[config.mk]
export PLATFORM = sky130hd
export DESIGN_NAME = friscv_proc_dispatch
export DESIGN_NICKNAME = d
export VERILOG_FILES = /design/src/rtl/friscv_proc_dispatch.sv
export SDC_FILE = /design/constraint.sdc
export NUM_CORES = 1
export LEC_CHECK = 0
export ABC_AREA = 1
export CAP_MARGIN = 40
export CORE_AREA = 2 2 163 205
export CTS_CLUSTER_DIAMETER = 50
export DETAILED_ROUTE_END_ITERATION = 8
export DIE_AREA = 0 0 165 207
export PLACE_DENSITY = 0.74
export SYNTH_ARGS = -nofsm -noshare
export SYNTH_HDL_FRONTEND = slang
export SYNTH_SLANG_ARGS = --single-unit
export TNS_END_PERCENT = 100
[constraint.sdc]
create_clock -name aclk -period 4.4 [get_ports aclk]
set_input_delay 0.44 -clock aclk [delete_from_list [all_inputs] [get_ports aclk]]
set_output_delay 0.44 -clock aclk [all_outputs]
set_load 0.01 [all_outputs]
[src/rtl/friscv_proc_dispatch.sv]
// In-order dispatch stage: DEPTH-entry instruction queue feeding NB_UNIT
// execution units, with a 32-entry register scoreboard blocking RAW/WAW
// hazards and fence entries that drain all outstanding writes.
module friscv_proc_dispatch #(
  parameter int unsigned NB_UNIT = 2,
  parameter int unsigned DEPTH   = 4,
  parameter int unsigned INST_W  = 64,
  localparam int unsigned UNIT_W = $clog2(NB_UNIT),
  localparam int unsigned CNT_W  = $clog2(DEPTH) + 1
) (
  input  logic                 aclk,
  input  logic                 areset,
  input  logic                 proc_en,
  output logic                 proc_ready,
  output logic                 proc_empty,
  output logic [CNT_W-1:0]     proc_count,
  input  logic [UNIT_W-1:0]    proc_unit,
  input  logic                 proc_fence,
  input  logic                 proc_rd_vld,
  input  logic [4:0]           proc_rd,
  input  logic [4:0]           proc_rs1,
  input  logic [4:0]           proc_rs2,
  input  logic [INST_W-1:0]    proc_instbus,
  output logic [NB_UNIT-1:0]   unit_en,
  input  logic [NB_UNIT-1:0]   unit_ready,
  output logic [INST_W-1:0]    unit_instbus,
  input  logic [NB_UNIT-1:0]   unit_done,
  input  logic [NB_UNIT*5-1:0] unit_done_rd
);

  localparam int unsigned PTR_W   = $clog2(DEPTH);
  localparam int unsigned UNIT_W1 = UNIT_W + 1;
  localparam logic [UNIT_W:0]  NB_UNIT_V = UNIT_W1'(NB_UNIT);
  localparam logic [CNT_W-1:0] DEPTH_V   = CNT_W'(DEPTH);

  typedef struct packed {
    logic [UNIT_W-1:0] unit;
    logic              fence;
    logic              rd_vld;
    logic [4:0]        rd;
    logic [4:0]        rs1;
    logic [4:0]        rs2;
    logic [INST_W-1:0] instbus;
  } entry_t;

  entry_t            mem [DEPTH];
  logic [PTR_W-1:0]  wr_ptr;
  logic [PTR_W-1:0]  rd_ptr;
  logic [CNT_W-1:0]  count;
  logic [31:0]       pending;
  logic [31:0]       pending_nxt;
  logic [31:0]       set_mask;
  logic [31:0]       clr_mask;

  entry_t            head;
  logic              not_empty;
  logic              unit_ok;
  logic              hazard;
  logic              issue;
  logic              accepted;
  logic              push;
  logic              pop;

  assign head      = mem[rd_ptr];
  assign not_empty = (count != '0);
  assign unit_ok   = ({1'b0, head.unit} < NB_UNIT_V);
  assign hazard    = pending[head.rs1] | pending[head.rs2] |
                     (head.rd_vld & pending[head.rd]);
  assign issue     = not_empty & ~head.fence & unit_ok & ~hazard;
  assign accepted  = |(unit_en & unit_ready);
  assign push      = proc_en & proc_ready;

  // Head retires: fence once drained, discard for out-of-range unit, else on accept
  always_comb begin
    pop = 1'b0;
    if (not_empty) begin
      if (head.fence)   pop = (pending == '0);
      else if (!unit_ok) pop = 1'b1;
      else              pop = accepted;
    end
  end

  // One-hot issue strobe toward the head's target unit
  always_comb begin
    unit_en = '0;
    if (issue) unit_en = NB_UNIT'(1) << head.unit;
  end

  assign unit_instbus = not_empty ? head.instbus : '0;
  assign proc_count   = count;
  assign proc_ready   = (count < DEPTH_V);
  assign proc_empty   = (count == '0) & (pending == '0);

  // Scoreboard update: completions clear, issue sets (set wins), r0 never pending
  always_comb begin
    clr_mask = '0;
    set_mask = '0;
    for (int unsigned i = 0; i < NB_UNIT; i++) begin
      if (unit_done[i]) clr_mask[unit_done_rd[5*i +: 5]] = 1'b1;
    end
    if (accepted && head.rd_vld && (head.rd != 5'd0)) set_mask[head.rd] = 1'b1;
    pending_nxt = ((pending & ~clr_mask) | set_mask) & ~32'd1;
  end

  // Queue payload storage, written on accepted push
  always_ff @(posedge aclk) begin
    if (push) begin
      mem[wr_ptr] <= {proc_unit, proc_fence, proc_rd_vld, proc_rd,
                      proc_rs1, proc_rs2, proc_instbus};
    end
  end

  // Pointers, occupancy and scoreboard state
  always_ff @(posedge aclk or posedge areset) begin
    if (areset) begin
      wr_ptr  <= '0;
      rd_ptr  <= '0;
      count   <= '0;
      pending <= '0;
    end else begin
      pending <= pending_nxt;
      if (push) wr_ptr <= wr_ptr + PTR_W'(1);
      if (pop)  rd_ptr <= rd_ptr + PTR_W'(1);
      case ({push, pop})
        2'b10:   count <= count + CNT_W'(1);
        2'b01:   count <= count - CNT_W'(1);
        default: count <= count;
      endcase
    end
  end

endmodule
### After elaboration in Yosys (flattened, before gate mapping)

Memory sizes are Yosys's and may differ from the RTL's.
Index checks and enable logic that the tools add are counted.

| word-level totals | value |
|---|---|
| register bits | 38 |
| memory bits (writable) | 328 |
| input bits | 99 |
| output and inout port bits | 71 |
| word-level logic and storage cells | 68 |
| memories | 1 |

Memories:

| name | depth | width | rd ports | clocked after Yosys merged registers in | write ports | line | RTL |
|---|---|---|---|---|---|---|---|
| mem | 4 | 82 | 1 | 0 | 1 | 46 | `entry_t mem [DEPTH];` |

| operators by class | value |
|---|---|
| add/sub/neg operators | 4 |
| order comparisons | 9 |
| equality and inequality tests | 2 |
| shift operators | 1 |
| mux-type cells | 22 |
| bitwise logic cells | 14 |
| reductions and logical operators | 11 |

Operators by type and width:

| operator | count |
|---|---|
| 32-bit two-way mux | 3 |
| 64-bit two-way mux | 1 |
| 32-bit bitwise OR | 2 |
| 32-bit AND | 1 |
| 32-bit logical NOT | 1 |
| 32-bit NOT | 1 |
| 5-bit by 6-bit less-than comparator with 1-bit output, second input constant | 5 |
| 1-bit binary-select mux with 5-bit select | 3 |
| 1-bit demux with 5-bit select | 3 |
| 5-bit by 1-bit greater-or-equal comparator with 1-bit output, second input constant | 3 |
| 1-bit two-way mux | 10 |
| 3-bit case mux with 2 select lines | 1 |
| 1-bit AND | 5 |
| 1-bit logical AND | 5 |
| 5-bit nonzero test | 1 |
| 2-bit by 1-bit adder with 2-bit output, second input constant | 2 |
| 3-bit by 1-bit adder with 3-bit output, second input constant | 1 |
| 3-bit logical NOT | 1 |
| 3-bit less-than comparator, second input constant | 1 |
| 3-bit nonzero test | 1 |
| 3-bit by 1-bit subtractor with 3-bit output, second input constant | 1 |
| 2-bit AND | 1 |
| 2-bit by 1-bit equality test with 1-bit output, second input constant | 1 |
| 2-bit equality test, second input constant | 1 |
| 6 further kinds | 8 |

### Depth between registers and ports, before layout

Gate-level depths: netlist (run 1).
An unclocked memory read counts as a cell.

| depth | value |
|---|---|
| depth after elaboration | 14 |
| gate-level depth with buffers | 27 |
| mapped depth without buffers | 24 |

### Worst setup path before layout (run 1)

OpenSTA, ideal clock, no wires.

| timing | value |
|---|---|
| kind | register -> register |
| from | reg count[2] (netlist: proc_count[2]) |
| to | mem mem[0][0] (netlist bit), enable pin |
| setup time | 0.523 ns |
| arrival time | 4.192 ns |
| data required time | 3.877 ns |
| path slack | -0.316 ns |
| stages on the path, launching flop included | 4 |
| path buffers | 0 |
| period minus slack after synthesis | 4.716 ns |
| cells stage by stage | dfrtp_1 > inv_1 > nand2_1 > nor2_1 |

| between the ends | value |
|---|---|
| cells in the longest elaborated chain, start to end | 4 |

Ends and longest elaborated chain:

| item | line | RTL |
|---|---|---|
| start, declared | 49 | `logic [CNT_W-1:0] count;` |
| start signal, assigned | 125 | `2'b10: count <= count + CNT_W'(1);` |
| start signal, assigned | 126 | `2'b01: count <= count - CNT_W'(1);` |
| start signal, assigned | 127 | `default: count <= count;` |
| 3-bit less-than comparator | 91 | `assign proc_ready = (count < DEPTH_V);` |
| net proc_ready | 14 | `output logic proc_ready,` |
| 1-bit AND | 71 | `assign push = proc_en & proc_ready;` |
| 1-bit two-way mux | 107 | `if (push) begin` |
| 1-bit two-way mux (not written as such) | 108 | `mem[wr_ptr] <= {proc_unit, proc_fence, proc_rd_vld, proc_rd,` |
| end, declared | 46 |  |

The timed path passes the listed nets, and every way through them passes these cells.

### Worst setup path in the final report (run 1)

| timing | value |
|---|---|
| from | reg rd_ptr[1] |
| to | out unit_en[1] |

| between the ends | value |
|---|---|
| cells in the longest elaborated chain, start to end | 8 |
| elaborated cells between the ends (all ways) | 16 |
| classes of those cells | shift: 1; mux: 7; bitwise: 7; memory: 1 |

Ends and longest elaborated chain:

| item | line | RTL |
|---|---|---|
| start, declared | 48 | `logic [PTR_W-1:0] rd_ptr;` |
| start signal, assigned | 123 | `if (pop) rd_ptr <= rd_ptr + PTR_W'(1);` |
| memory 4 x 82 bit (*) | -- |  |
| 1-bit binary-select mux with 5-bit select (on tied branches) | 67, 68 |  |
| 1-bit two-way mux (on tied branches) | 67, 68 |  |
| 1-bit bitwise OR or 1-bit AND (tied branches) | 67, 68 |  |
| 1-bit bitwise OR | 67 | `assign hazard = pending[head.rs1] \| pending[head.rs2] \|` |
| 1-bit NOT | 69 | `assign issue = not_empty & ~head.fence & unit_ok & ~hazard;` |
| 1-bit AND | 69 |  |
| 2-bit two-way mux (*) | 86 | `if (issue) unit_en = NB_UNIT'(1) << head.unit;` |
| end, declared | 24 | `output logic [NB_UNIT-1:0] unit_en,` |

Mark *: on every way between the ends. The rest lies on a longest branch, timed or not. The select of a mux whose other input is x is not followed.

==> results of run 1 <==
-- repair_timing --
| item | CTS | global route |
|---|---|---|
| setup endpoints to repair | 0 | 3 |
| hold endpoints to repair | 0 | 0 |
| resized for setup | 0 | 2 |
-- power groups by stage --
stage / combinational [mW] / clock [mW] / sequential (mW)
global route: 6.02 / 3.49 / 4.54
floorplan: 3.44 / 0 / 4.52
finish: 5.47 / 3.29 / 4.50
detailed placement: 5.41 / 0 / 4.56
CTS: 5.46 / 3.34 / 4.50
global placement: 5.34 / 0 / 4.55
-- flip-flops by register name, summed over array words and instances (netlist names) --
register / cells
pending: 31
wr_ptr: 2
proc_count: 3
mem: 328
rd_ptr: 2
-- how the worst min path moves through the flow --
stage | from | end | slack (ns) | cells after the start
6_report | areset | pending[21] | 0.33 | 3
2_1_floorplan | pending[31] | pending[31] | 0.53 | 2
4_1_cts | areset | wr_ptr[0] | 0.34 | 3
3_3_place_gp | proc_count[1] | proc_count[1] | 0.56 | 2
3_5_place_dp | proc_count[1] | proc_count[1] | 0.57 | 2
5_1_grt | areset | wr_ptr[1] | 0.40 | 3
-- area by class of cell --
class                   count  area [µm²]  area share (%)
diodes                      3       7.507         0.03812
clock buffers              50        1039           5.273
clock inverters            20       246.5           1.252
inverters                  80       302.8           1.537
multi-input cells        1015        4833           24.54
flip-flops and latches    366       10810           54.86
well taps                 418       523.0           2.655
repair buffers            193        1938           9.841
-- layout by cell type, fill, tap and decap left out, drive strengths merged --
master / n
nor2: 359
edfxtp: 328
nand2: 209
clkdlybuf4s50: 169
o21ai: 155
nand3: 104
inv: 84
a21oi: 68
clkbuf: 50
dfrtp: 38
nand4: 33
a221o: 30
nor3: 24
buf: 24
clkinv: 10
nor4: 7
or2: 6
ha: 5
bufinv: 5
o22ai: 4
diode: 3
nand3b: 3
xor2: 3
a32oi: 3
xnor2: 1
fa: 1
clkinvlp: 1
-- metrics by stage --
step,hold WS [ns],cells,utilization [%]
final,0.3317,2145,60.95
after global routing,0.4033,2143,60.93
after CTS,0.3373,2142,60.90
after detailed placement,0.5701,2072,56.92
after global placement,0.5636,2068,56.83
after floorplan,0.5278,1543,-
-- layer usage --
metal  vias to the layer above  wire [µm]  part of all wire (%)
li1                       5712          -                     -
met1                      5832      16110                    39
met2                       534      20560                    50
met3                       114       3448                   8.3
met4                         2       1296                   3.1
met5                         -         13                 0.031
-- Yosys cell counts, types with 2 or more instances --
cell type,n
sky130_fd_sc_hd__nor2_1,356
sky130_fd_sc_hd__edfxtp_1,328
sky130_fd_sc_hd__nand2_1,202
sky130_fd_sc_hd__o21ai_0,144
sky130_fd_sc_hd__nand3_1,92
sky130_fd_sc_hd__inv_1,73
sky130_fd_sc_hd__a21oi_1,68
sky130_fd_sc_hd__clkbuf_1,40
sky130_fd_sc_hd__dfrtp_1,38
sky130_fd_sc_hd__nand4_1,33
sky130_fd_sc_hd__a221o_1,30
sky130_fd_sc_hd__nor3_1,24
sky130_fd_sc_hd__buf_2,15
sky130_fd_sc_hd__buf_1,13
sky130_fd_sc_hd__nand3_2,11
sky130_fd_sc_hd__buf_6,10
sky130_fd_sc_hd__o21ai_1,10
sky130_fd_sc_hd__nor4_1,7
sky130_fd_sc_hd__inv_2,6
sky130_fd_sc_hd__or2_1,6
sky130_fd_sc_hd__ha_1,5
sky130_fd_sc_hd__nand2_2,5
sky130_fd_sc_hd__buf_4,4
sky130_fd_sc_hd__o22ai_1,4
sky130_fd_sc_hd__nand3b_1,3
sky130_fd_sc_hd__xor2_1,3
sky130_fd_sc_hd__a32oi_1,2
sky130_fd_sc_hd__nand2_4,2
sky130_fd_sc_hd__nor2_2,2
-- cell families (layout without fill, tap and decap cells) --
group	Yosys count	count (layout)
simple gates	745	745
flops	366	366
compound gates	260	260
buf+inv	162	343
fa+ha+maj	6	6
xor+xnor	4	4
other cells	0	3
-- critical path, delay by kind of cell (launching register included) --
family / cells / cell delay, ns
flip-flops: 1 / 0.48
AND/OR/NAND/NOR: 10 / 1.70
buffers and inverters: 2 / 0.99
==> reports/summary.txt, run 1 <==
=========================================================================================
Number of CTS-inserted buffers                                                         39
CP dominant cell by count                                                    sky130_fd_sc_hd__nand2_1
Flip-flop and latch count after synthesis                                             366
Number of clock sinks                                                                 366
Met2 layer usage reported by global route                                          41.05%
Pin count of the biggest net entering global routing                                   83
Highest clock frequency the design can meet                                    0.2388 GHz
Violation count after the first detailed-routing iteration                           1331
Synth warnings                                                                          0
Net switching share of the total power                                             37.73%
Total non-filler cell area in the finished layout                               19700 µm²
Sequential area share after synthesis                                              66.23%
Combinational family with the most area after synthesis                      simple AND/OR/NAND/NOR gates
Max_cap viols                                                                           0
CTS H-tree lvls                                                                         2
Fraction of met3 tracks used by global routing                                     5.507%
Hpwl dp                                                                          25240 µm
Worst setup SP type                                                                  flop
Setup bufs post-CTS                                                                     0
Most crowded layer after global routing                                              met2
Final number of max-transition violations                                               0
Pwr Total                                                                        13.26 mW
Status                                                                       finished clean
Classification of the worst-slack hold path                                  input pin to asynchronous set/reset pin
Final period utilization                                                           95.18%
Comb power frac                                                                     41.3%
Global-route wire length before repair                                           64410 µm
Floorplan Core Area                                                             32310 µm²
Reg2Reg Launch Point                                                            rd_ptr[1]
Seq pwr share                                                                       33.9%
Residual antenna-violating net count after detailed routing                             0
Cell taking the most area after synthesis                                    sky130_fd_sc_hd__edfxtp_1
Number of distinct library cells after synthesis                                       36
Synthesized-area fraction occupied by and/or/nand/nor cells                        19.57%
Total Die Area                                                                  34160 µm²
Iteration count of the initial detailed-routing pass                                    7
FF-to-FF setup slack                                                              0.45 ns
Net count after synthesis                                                            1648
CTS clk-pin slew, worst paths                                                     0.06 ns
Setup total negative slack                                                           0 ns
Number of flops mapped to enable cells by yosys                                       328
Proportion of register bits with asynchronous set or reset after synthesis         10.38%
CP endpoint                                                                    unit_en[1]
Die width                                                                          165 µm
CTS tree                                                                            built
Total wire length after detailed routing                                         41430 µm
Count of boundary I/O pins                                                            170
Site row count                                                                         74
Slack of the critical path                                                      0.2122 ns
P_int                                                                            8.260 mW
Slowest cell on the critical path                                            sky130_fd_sc_hd__clkdlybuf4s50_1
Total of buffers placed on input and output ports                                     169
Max clock buf depth                                                                     3
Sum of overflow across all layers after global routing                                  0
Mux contribution to synthesized area                                                   0%
Net total in the final layout                                                        1800
Clock network latency to the later pin of the worst-skew pair                     0.53 ns
Synth top area share                                                               60.40%
Clock network power share                                                           24.8%
Synth Area in Adders                                                              0.5064%
Endpoint arrival time on the critical path                                        3.75 ns
Maximum fanout along the worst path                                                    79
Layout cells sized above 1                                                         6.671%
Compound-cell area share of the yosys netlist                                      9.069%
Number of vias per cell                                                             5.685
Endpoint of the most critical register-to-register path                      proc_count[2]
DRC violation count after routing                                                       0
Slowest stage delay, CP                                                           0.60 ns
Initial cell density of the core                                                   50.46%
Worst setup EP type                                                            output pin
Setup repair after global routing missed its margin                                 false
Global Route met1 Usage                                                            30.30%
Die outline height                                                                 207 µm
Number of hold-repair buffers added at the cts stage                                    0
Endpoints failing setup                                                                 0
Standard cell area after detailed placement                                     18390 µm²
Cell types with the largest area share after synthesis                       sky130_fd_sc_hd__edfxtp_1, sky130_fd_sc_hd__nor2_1, sky130_fd_sc_hd__dfrtp_1
Layout-stage area growth over the synthesis result                                 20.78%
Weighted congestion at the end of routability-driven global placement              0.9650
Number of antenna violations at the first check in global routing                       4
Worst-margin pin slew                                                           0.9091 ns
Total number of vias                                                               12.19k
Category of the critical setup timing path                                   flop to output pin
Primary flip-flop cell chosen by synthesis mapping                           sky130_fd_sc_hd__edfxtp_1
Cell-by-cell trace of the critical path                                      buf_12, nand3_2, nand2_4, nand2_1, nand3_1, nand3_1, nand2_1, nand2_1, nand3b_1, nand3_2, nor3_1, clkdlybuf4s50_1
Final setup skew                                                              0.009537 ns
CTS Root Cell                                                                sky130_fd_sc_hd__clkbuf_16
Power Density                                                                673.5 nW/µm²
Static Leakage                                                                   7.265 nW
Min cycle time layout                                                            4.188 ns
WP data required                                                                  3.96 ns
Total global-route track usage                                                     24.21%
Crit. Startpoint                                                                rd_ptr[1]
Number of instances in the synthesized netlist                                       1543
Worst vdd rail ir drop                                                           472.2 µV
Routed WL per cell                                                               19.31 µm
Syn_area_per_cell                                                               10.57 µm²
Via count of the first global-routing pass                                         12.02k
Synth Cell Area                                                                 16310 µm²
Post-Synth XOR/XNOR Area                                                          0.2148%
Number of inserted filler cells in the final layout                                  2554
Normalized max-slew margin                                                         39.39%
Post-Place Setup Slack                                                          0.4637 ns
R2R cell count                                                                         21
Switching power                                                                  5.005 mW
Number of hold violations in the final report                                           0
=========================================================================================
(Power assumes the default switching activity.)
==> run 2: changes to the inputs <==
--- a/config.mk
+++ b/config.mk
@@ -6,7 +6,7 @@
 export NUM_CORES = 1
 export LEC_CHECK = 0
 export ABC_AREA = 1
-export CAP_MARGIN = 40
+export CAP_MARGIN = 10
 export CORE_AREA = 2 2 163 205
 export CTS_CLUSTER_DIAMETER = 50
 export DETAILED_ROUTE_END_ITERATION = 8
==> run 2 against run 1 <==
Against the previous run: cell count decreased by 0.19%; combinational power is essentially flat; highest routed layer unchanged; sequential share of layout area decreased by 0.16 points; power rose by 1.2%; critical endpoint unchanged; sequential cell count did not move; worst hold slack gained 0.0077 ns.
==> reports/summary.txt, run 2 (synthesis results as in run 1) <==
====================================================================================
FF-to-FF setup slack                                                         0.51 ns   was 0.45 ns
Die outline height                                                            207 µm   unchanged
Number of vias per cell                                                        5.657   was 5.685
Commonest non-fill, non-tap cell in the layout                          sky130_fd_sc_hd__nor2_1   unchanged
Max_cap viols                                                                      0   unchanged
Layout-stage area growth over the synthesis result                            21.14%   was 20.78%
DP Cell Count                                                                   2068   was 2072
Normalized max-slew margin                                                    15.63%   was 39.39%
Static Leakage                                                              7.282 nW   was 7.265 nW
Clock network latency to the later pin of the worst-skew pair                0.54 ns   was 0.53 ns
Global-route wire length before repair                                      64140 µm   was 64410 µm
CTS H-tree lvls                                                                    2   unchanged
Post-Place Setup Slack                                                     0.4430 ns   was 0.4637 ns
Final number of max-transition violations                                          0   unchanged
Post-route non-filler standard cell count                                       2141   was 2145
Net total in the final layout                                                   1795   was 1800
Power Density                                                           679.3 nW/µm²   was 673.5 nW/µm²
Final design utilization                                                      61.13%   was 60.95%
Status                                                                  finished clean   unchanged
Endpoints failing setup                                                            0   unchanged
Final period utilization                                                      93.81%   was 95.18%
CTS tree                                                                       built   unchanged
Total of cells resized after clock tree synthesis                                  0   unchanged
Worst vdd rail ir drop                                                      500.0 µV   was 472.2 µV
Setup bufs post-CTS                                                                0   unchanged
Register with the highest flop count                                             mem   unchanged
Number of hold-repair buffers added at the cts stage                               0   unchanged
Endpoint of the most critical register-to-register path                 proc_count[2]   unchanged
Weighted congestion at the end of routability-driven global placement         0.9650   unchanged
Die width                                                                     165 µm   unchanged
Hpwl dp                                                                     25160 µm   was 25240 µm
DRC violation count after routing                                                  0   unchanged
Layout cells sized above 1                                                    6.919%   was 6.671%
Routed WL per cell                                                          19.22 µm   was 19.31 µm
Count of boundary I/O pins                                                       170   unchanged
Flip-flop count of the largest register, all copies and words added              328   unchanged
Total number of vias                                                          12.11k   was 12.19k
Floorplan Core Area                                                        32310 µm²   unchanged
CTS Root Cell                                                           sky130_fd_sc_hd__clkbuf_16   unchanged
Number of clock sinks                                                            366   unchanged
Worst setup EP type                                                       output pin   unchanged
Max clock buf depth                                                                3   unchanged
Residual antenna-violating net count after detailed routing                        0   unchanged
Slack of the critical path                                                 0.2722 ns   was 0.2122 ns
Top library cells by usage in the layout, fill and taps aside           sky130_fd_sc_hd__nor2_1, sky130_fd_sc_hd__edfxtp_1, sky130_fd_sc_hd__nand2_1   unchanged
Maximum fanout along the worst path                                               20   was 79
WP data required                                                             3.96 ns   about the same
Site row count                                                                    74   unchanged
Total of buffers placed on input and output ports                                169   unchanged
Total wire length after detailed routing                                    41140 µm   was 41430 µm
Reg2Reg Launch Point                                                       rd_ptr[0]   was rd_ptr[1]
CTS clk-pin slew, worst paths                                                0.06 ns   about the same
Setup repair after global routing missed its margin                            false   unchanged
Via count of the first global-routing pass                                    11.97k   was 12.02k
Number of inserted filler cells in the final layout                             2550   was 2554
Total global-route track usage                                                24.16%   was 24.21%
Final setup skew                                                          0.02154 ns   was 0.009537 ns
Number of CTS-inserted buffers                                                    38   was 39
Category of the critical setup timing path                              flop to output pin   unchanged
R2R cell count                                                                    23   was 21
Iteration count of the initial detailed-routing pass                               6   was 7
Total Die Area                                                             34160 µm²   unchanged
Min cycle time layout                                                       4.128 ns   was 4.188 ns
Initial cell density of the core                                              50.46%   unchanged
Number of antenna violations at the first check in global routing                  4   unchanged
Pin count of the biggest net entering global routing                              83   unchanged
Setup total negative slack                                                      0 ns   unchanged
Worst setup SP type                                                             flop   unchanged
Endpoint arrival time on the critical path                                   3.69 ns   was 3.75 ns
Highest clock frequency the design can meet                               0.2423 GHz   was 0.2388 GHz
Sum of overflow across all layers after global routing                             0   unchanged
Worst-margin pin slew                                                       1.256 ns   was 0.9091 ns
Number of hold violations in the final report                                      0   unchanged
Violation count after the first detailed-routing iteration                      1359   was 1331
Classification of the worst-slack hold path                             input pin to asynchronous set/reset pin   unchanged
====================================================================================
-- run 2: changes by cell type in the layout (fill, tap and decap cells not counted), moves of 2 or more --
cell and delta:
sky130_fd_sc_hd__clkinv_1 -4, sky130_fd_sc_hd__buf_2 -3, sky130_fd_sc_hd__clkbuf_1 -3, sky130_fd_sc_hd__bufinv_16 +2, sky130_fd_sc_hd__clkinv_2 +2
-- run 2: critical path: stages (launching register included) --
cell and delay (ns):
sky130_fd_sc_hd__dfrtp_4 0.54, sky130_fd_sc_hd__inv_4 0.09, sky130_fd_sc_hd__buf_4 0.22, sky130_fd_sc_hd__nand2_1 0.10, sky130_fd_sc_hd__nand3_2 0.31, sky130_fd_sc_hd__nand2_4 0.32
sky130_fd_sc_hd__nand2_1 0.09, sky130_fd_sc_hd__nand3_1 0.08, sky130_fd_sc_hd__nand3_1 0.09, sky130_fd_sc_hd__nand2_1 0.08, sky130_fd_sc_hd__nand2_1 0.05, sky130_fd_sc_hd__nand3b_1 0.10
sky130_fd_sc_hd__nand3_2 0.13, sky130_fd_sc_hd__nor3_1 0.32, sky130_fd_sc_hd__clkdlybuf4s50_1 0.60
-- run 2: per-stage QoR --
step	area [µm²]	hold WS [ns]	power (mW)
2_1_floorplan	16310	0.5278	7.958
3_3_place_gp	18360	0.5636	9.892
3_5_place_dp	18360	0.5614	9.961
4_1_cts	19730	0.3528	13.44
5_1_grt	19750	0.4178	14.21
6_report	19750	0.3394	13.42
-- run 2: worst max path at each step --
stage | startpoint | endpoint | slack [ns]
detailed placement | rd_ptr[1] | proc_count[2] | 0.44
finish | rd_ptr[0] | unit_en[1] | 0.27
CTS | rd_ptr[1] | unit_en[1] | 0.17
global route | rd_ptr[0] | unit_en[1] | 0.04
global placement | rd_ptr[1] | proc_count[2] | 0.49
floorplan | proc_count[2] | mem[0][0] | -0.32
-- run 2: layer usage --
layer	global-route usage [%]	routed length (µm)
met1	29.83	16010
met2	40.80	20460
met3	6.047	3285
met4	9.025	1358
met5	0	27
-- run 2: area by class of cell --
type	count	area, µm²	area share (%)
Clock buffer	47	1027	5.200
Antenna cell	3	7.507	0.03800
Sequential cell	366	10810	54.70
Inverter	80	302.8	1.533
Timing Repair Buffer	189	1908	9.659
Multi-Input combinational cell	1015	4843	24.52
Tap cell	418	523.0	2.648
Clock inverter	23	336.6	1.704
-- run 2: power breakdown --
group	switching (mW)	internal [mW]	total [mW]	leakage, nW
clock	1.35	2.10	3.45	0.658
combinational	3.48	1.99	5.47	3.17
sequential	0.203	4.29	4.50	3.45
total	5.04	8.38	13.4	7.28
==> run 3: changes to the inputs <==
--- a/config.mk
+++ b/config.mk
@@ -7,11 +7,14 @@
 export LEC_CHECK = 0
 export ABC_AREA = 1
 export CAP_MARGIN = 10
-export CORE_AREA = 2 2 163 205
+export CELL_PAD_IN_SITES_DETAIL_PLACEMENT = 1
+export CELL_PAD_IN_SITES_GLOBAL_PLACEMENT = 2
+export CORE_AREA = 2 2 199 250
 export CTS_CLUSTER_DIAMETER = 50
 export DETAILED_ROUTE_END_ITERATION = 8
-export DIE_AREA = 0 0 165 207
-export PLACE_DENSITY = 0.74
+export DIE_AREA = 0 0 201 252
+export PLACE_DENSITY = 0.75
+export SKIP_CTS_REPAIR_TIMING = 1
 export SYNTH_ARGS = -nofsm -noshare
 export SYNTH_HDL_FRONTEND = slang
 export SYNTH_SLANG_ARGS = --single-unit
==> run 3 against run 2 <==
Against the previous run: first-iteration DRC count fell by 45%; worst hold slack barely moved; core utilization fell by 19 points; critical path depth is 2 lower; cell count up 11%; routed wire length up 20%; clock skew down 0.0050 ns; register-to-register slack hardly changed; via count up 0.76%; non-clock buffer count rose by 13; sequential cell count unchanged; count of clock-buffer cells in the layout is 7 higher.
==> reports/summary.txt, run 3 (synthesis results as in run 1) <==
====================================================================================
Pin count of the biggest net entering global routing                              65   was 83
Post-Place Setup Slack                                                     0.1760 ns   was 0.4430 ns
Number of CTS-inserted buffers                                                    42   was 38
Power Density                                                           675.2 nW/µm²   was 679.3 nW/µm²
Initial cell density of the core                                              33.91%   was 50.46%
Clock network latency to the later pin of the worst-skew pair                0.56 ns   was 0.54 ns
Endpoint of the most critical register-to-register path                 proc_count[2]   unchanged
Slack of the critical path                                                 0.2180 ns   was 0.2722 ns
Max clock buf depth                                                                3   unchanged
Via count of the first global-routing pass                                    12.88k   was 11.97k
Die outline height                                                            252 µm   was 207 µm
Total Die Area                                                             50650 µm²   was 34160 µm²
Standard cell area after detailed placement                                18700 µm²   was 18360 µm²
Site row count                                                                    90   was 74
Setup repair after global routing missed its margin                            false   unchanged
Total non-filler cell area in the finished layout                          20050 µm²   was 19750 µm²
Net total in the final layout                                                   1812   was 1795
Layout-stage area growth over the synthesis result                            22.93%   was 21.14%
Count of boundary I/O pins                                                       170   unchanged
Setup total negative slack                                                      0 ns   unchanged
Number of antenna violations at the first check in global routing                  7   was 4
Worst setup EP type                                                       output pin   unchanged
CTS Root Cell                                                           sky130_fd_sc_hd__clkbuf_16   unchanged
Endpoint arrival time on the critical path                                   3.74 ns   was 3.69 ns
Reg2Reg Launch Point                                                       rd_ptr[1]   was rd_ptr[0]
Residual antenna-violating net count after detailed routing                        0   unchanged
Sum of overflow across all layers after global routing                             0   unchanged
Worst-margin pin slew                                                       1.125 ns   was 1.256 ns
Die width                                                                     201 µm   was 165 µm
Final hold slack                                                           0.3393 ns   was 0.3394 ns
Normalized max-slew margin                                                    24.84%   was 15.63%
Layout cells sized above 1                                                    7.710%   was 6.919%
Maximum fanout along the worst path                                               18   was 20
Number of hold violations in the final report                                      0   unchanged
DRC violation count after routing                                                  0   unchanged
Worst vdd rail ir drop                                                      390.7 µV   was 500.0 µV
Violation count after the first detailed-routing iteration                       741   was 1359
Global-route wire length before repair                                      76070 µm   was 64140 µm
CTS H-tree lvls                                                                    2   unchanged
CTS tree                                                                       built   unchanged
Flip-flop count of the largest register, all copies and words added              328   unchanged
Final period utilization                                                      95.04%   was 93.81%
Commonest non-fill, non-tap cell in the layout                          sky130_fd_sc_hd__nor2_1   unchanged
Routed WL per cell                                                          20.71 µm   was 19.22 µm
Weighted congestion at the end of routability-driven global placement         0.8120   was 0.9650
Number of clock sinks                                                            366   unchanged
Hpwl dp                                                                     31940 µm   was 25160 µm
Total number of vias                                                          12.20k   was 12.11k
Status                                                                  finished clean   unchanged
R2R cell count                                                                    21   was 23
Register with the highest flop count                                             mem   unchanged
DP Cell Count                                                                   2307   was 2068
WP data required                                                             3.96 ns   about the same
Floorplan Core Area                                                        48080 µm²   was 32310 µm²
Final design utilization                                                      41.69%   was 61.13%
Min cycle time layout                                                       4.182 ns   was 4.128 ns
FF-to-FF setup slack                                                         0.52 ns   was 0.51 ns
Total global-route track usage                                                19.51%   was 24.16%
Total of buffers placed on input and output ports                                169   unchanged
Post-route non-filler standard cell count                                       2385   was 2141
CTS clk-pin slew, worst paths                                                0.06 ns   about the same
Worst setup SP type                                                             flop   unchanged
Classification of the worst-slack hold path                             input pin to asynchronous set/reset pin   unchanged
Iteration count of the initial detailed-routing pass                               5   was 6
Static Leakage                                                              7.321 nW   was 7.282 nW
Category of the critical setup timing path                              flop to output pin   unchanged
Pwr Total                                                                   13.54 mW   was 13.42 mW
Final number of max-transition violations                                          0   unchanged
Total wire length after detailed routing                                    49390 µm   was 41140 µm
Highest clock frequency the design can meet                               0.2391 GHz   was 0.2423 GHz
Number of vias per cell                                                        5.117   was 5.657
Endpoints failing setup                                                            0   unchanged
Final setup skew                                                          0.01649 ns   was 0.02154 ns
Max_cap viols                                                                      0   unchanged
Top library cells by usage in the layout, fill and taps aside           sky130_fd_sc_hd__nor2_1, sky130_fd_sc_hd__edfxtp_1, sky130_fd_sc_hd__nand2_1   unchanged
====================================================================================
-- run 3: routing by layer --
metal | GRT usage [%] | up-vias | part of all wire (%)
li1 | - | 5731 | -
met1 | 23.83 | 6074 | 42
met2 | 33.61 | 292 | 49
met3 | 4.702 | 96 | 5.9
met4 | 7.026 | 10 | 3.3
met5 | 0 | - | 0.15
-- run 3: area by class of cell --
type | count | area, µm²
Clock buffer | 54 | 1117
Antenna cell | 3 | 7.507
Multi-Input combinational cell | 1015 | 4848
Timing Repair Buffer | 202 | 1956
Sequential cell | 366 | 10810
Inverter | 80 | 307.8
Tap cell | 644 | 805.8
Clock inverter | 21 | 196.4
Fill cell | 5296 | 28040
-- run 3: critical path, cell delays in order (launching register included) --
cell	delay, ns
sky130_fd_sc_hd__dfrtp_4	0.58
sky130_fd_sc_hd__inv_4	0.23
sky130_fd_sc_hd__nand3_2	0.39
sky130_fd_sc_hd__nand2_4	0.33
sky130_fd_sc_hd__nand2_1	0.07
sky130_fd_sc_hd__nand3_1	0.07
sky130_fd_sc_hd__nand3_1	0.08
sky130_fd_sc_hd__nand2_1	0.09
sky130_fd_sc_hd__nand2_1	0.05
sky130_fd_sc_hd__nand3b_1	0.10
sky130_fd_sc_hd__nand3_2	0.14
sky130_fd_sc_hd__nor3_1	0.40
sky130_fd_sc_hd__clkdlybuf4s50_1	0.63
-- run 3: power by group --
group / total [mW] / internal [mW] / switching [mW] / leakage [nW]
combinational: 5.71 / 2.01 / 3.70 / 3.23
sequential: 4.51 / 4.30 / 0.212 / 3.45
clock: 3.32 / 1.93 / 1.39 / 0.641
total: 13.5 / 8.24 / 5.30 / 7.32
-- run 3: how the worst max path moves through the flow --
stage	from	endpoint	slack [ns]	cells after the start
2_1_floorplan	proc_count[2]	mem[0][0]	-0.32	3
3_3_place_gp	rd_ptr[0]	proc_count[2]	0.21	23
3_5_place_dp	rd_ptr[0]	proc_count[2]	0.18	23
4_1_cts	rd_ptr[0]	unit_en[0]	-0.18	14
5_1_grt	rd_ptr[1]	unit_en[1]	0.0009	12
6_report	rd_ptr[1]	unit_en[1]	0.22	12
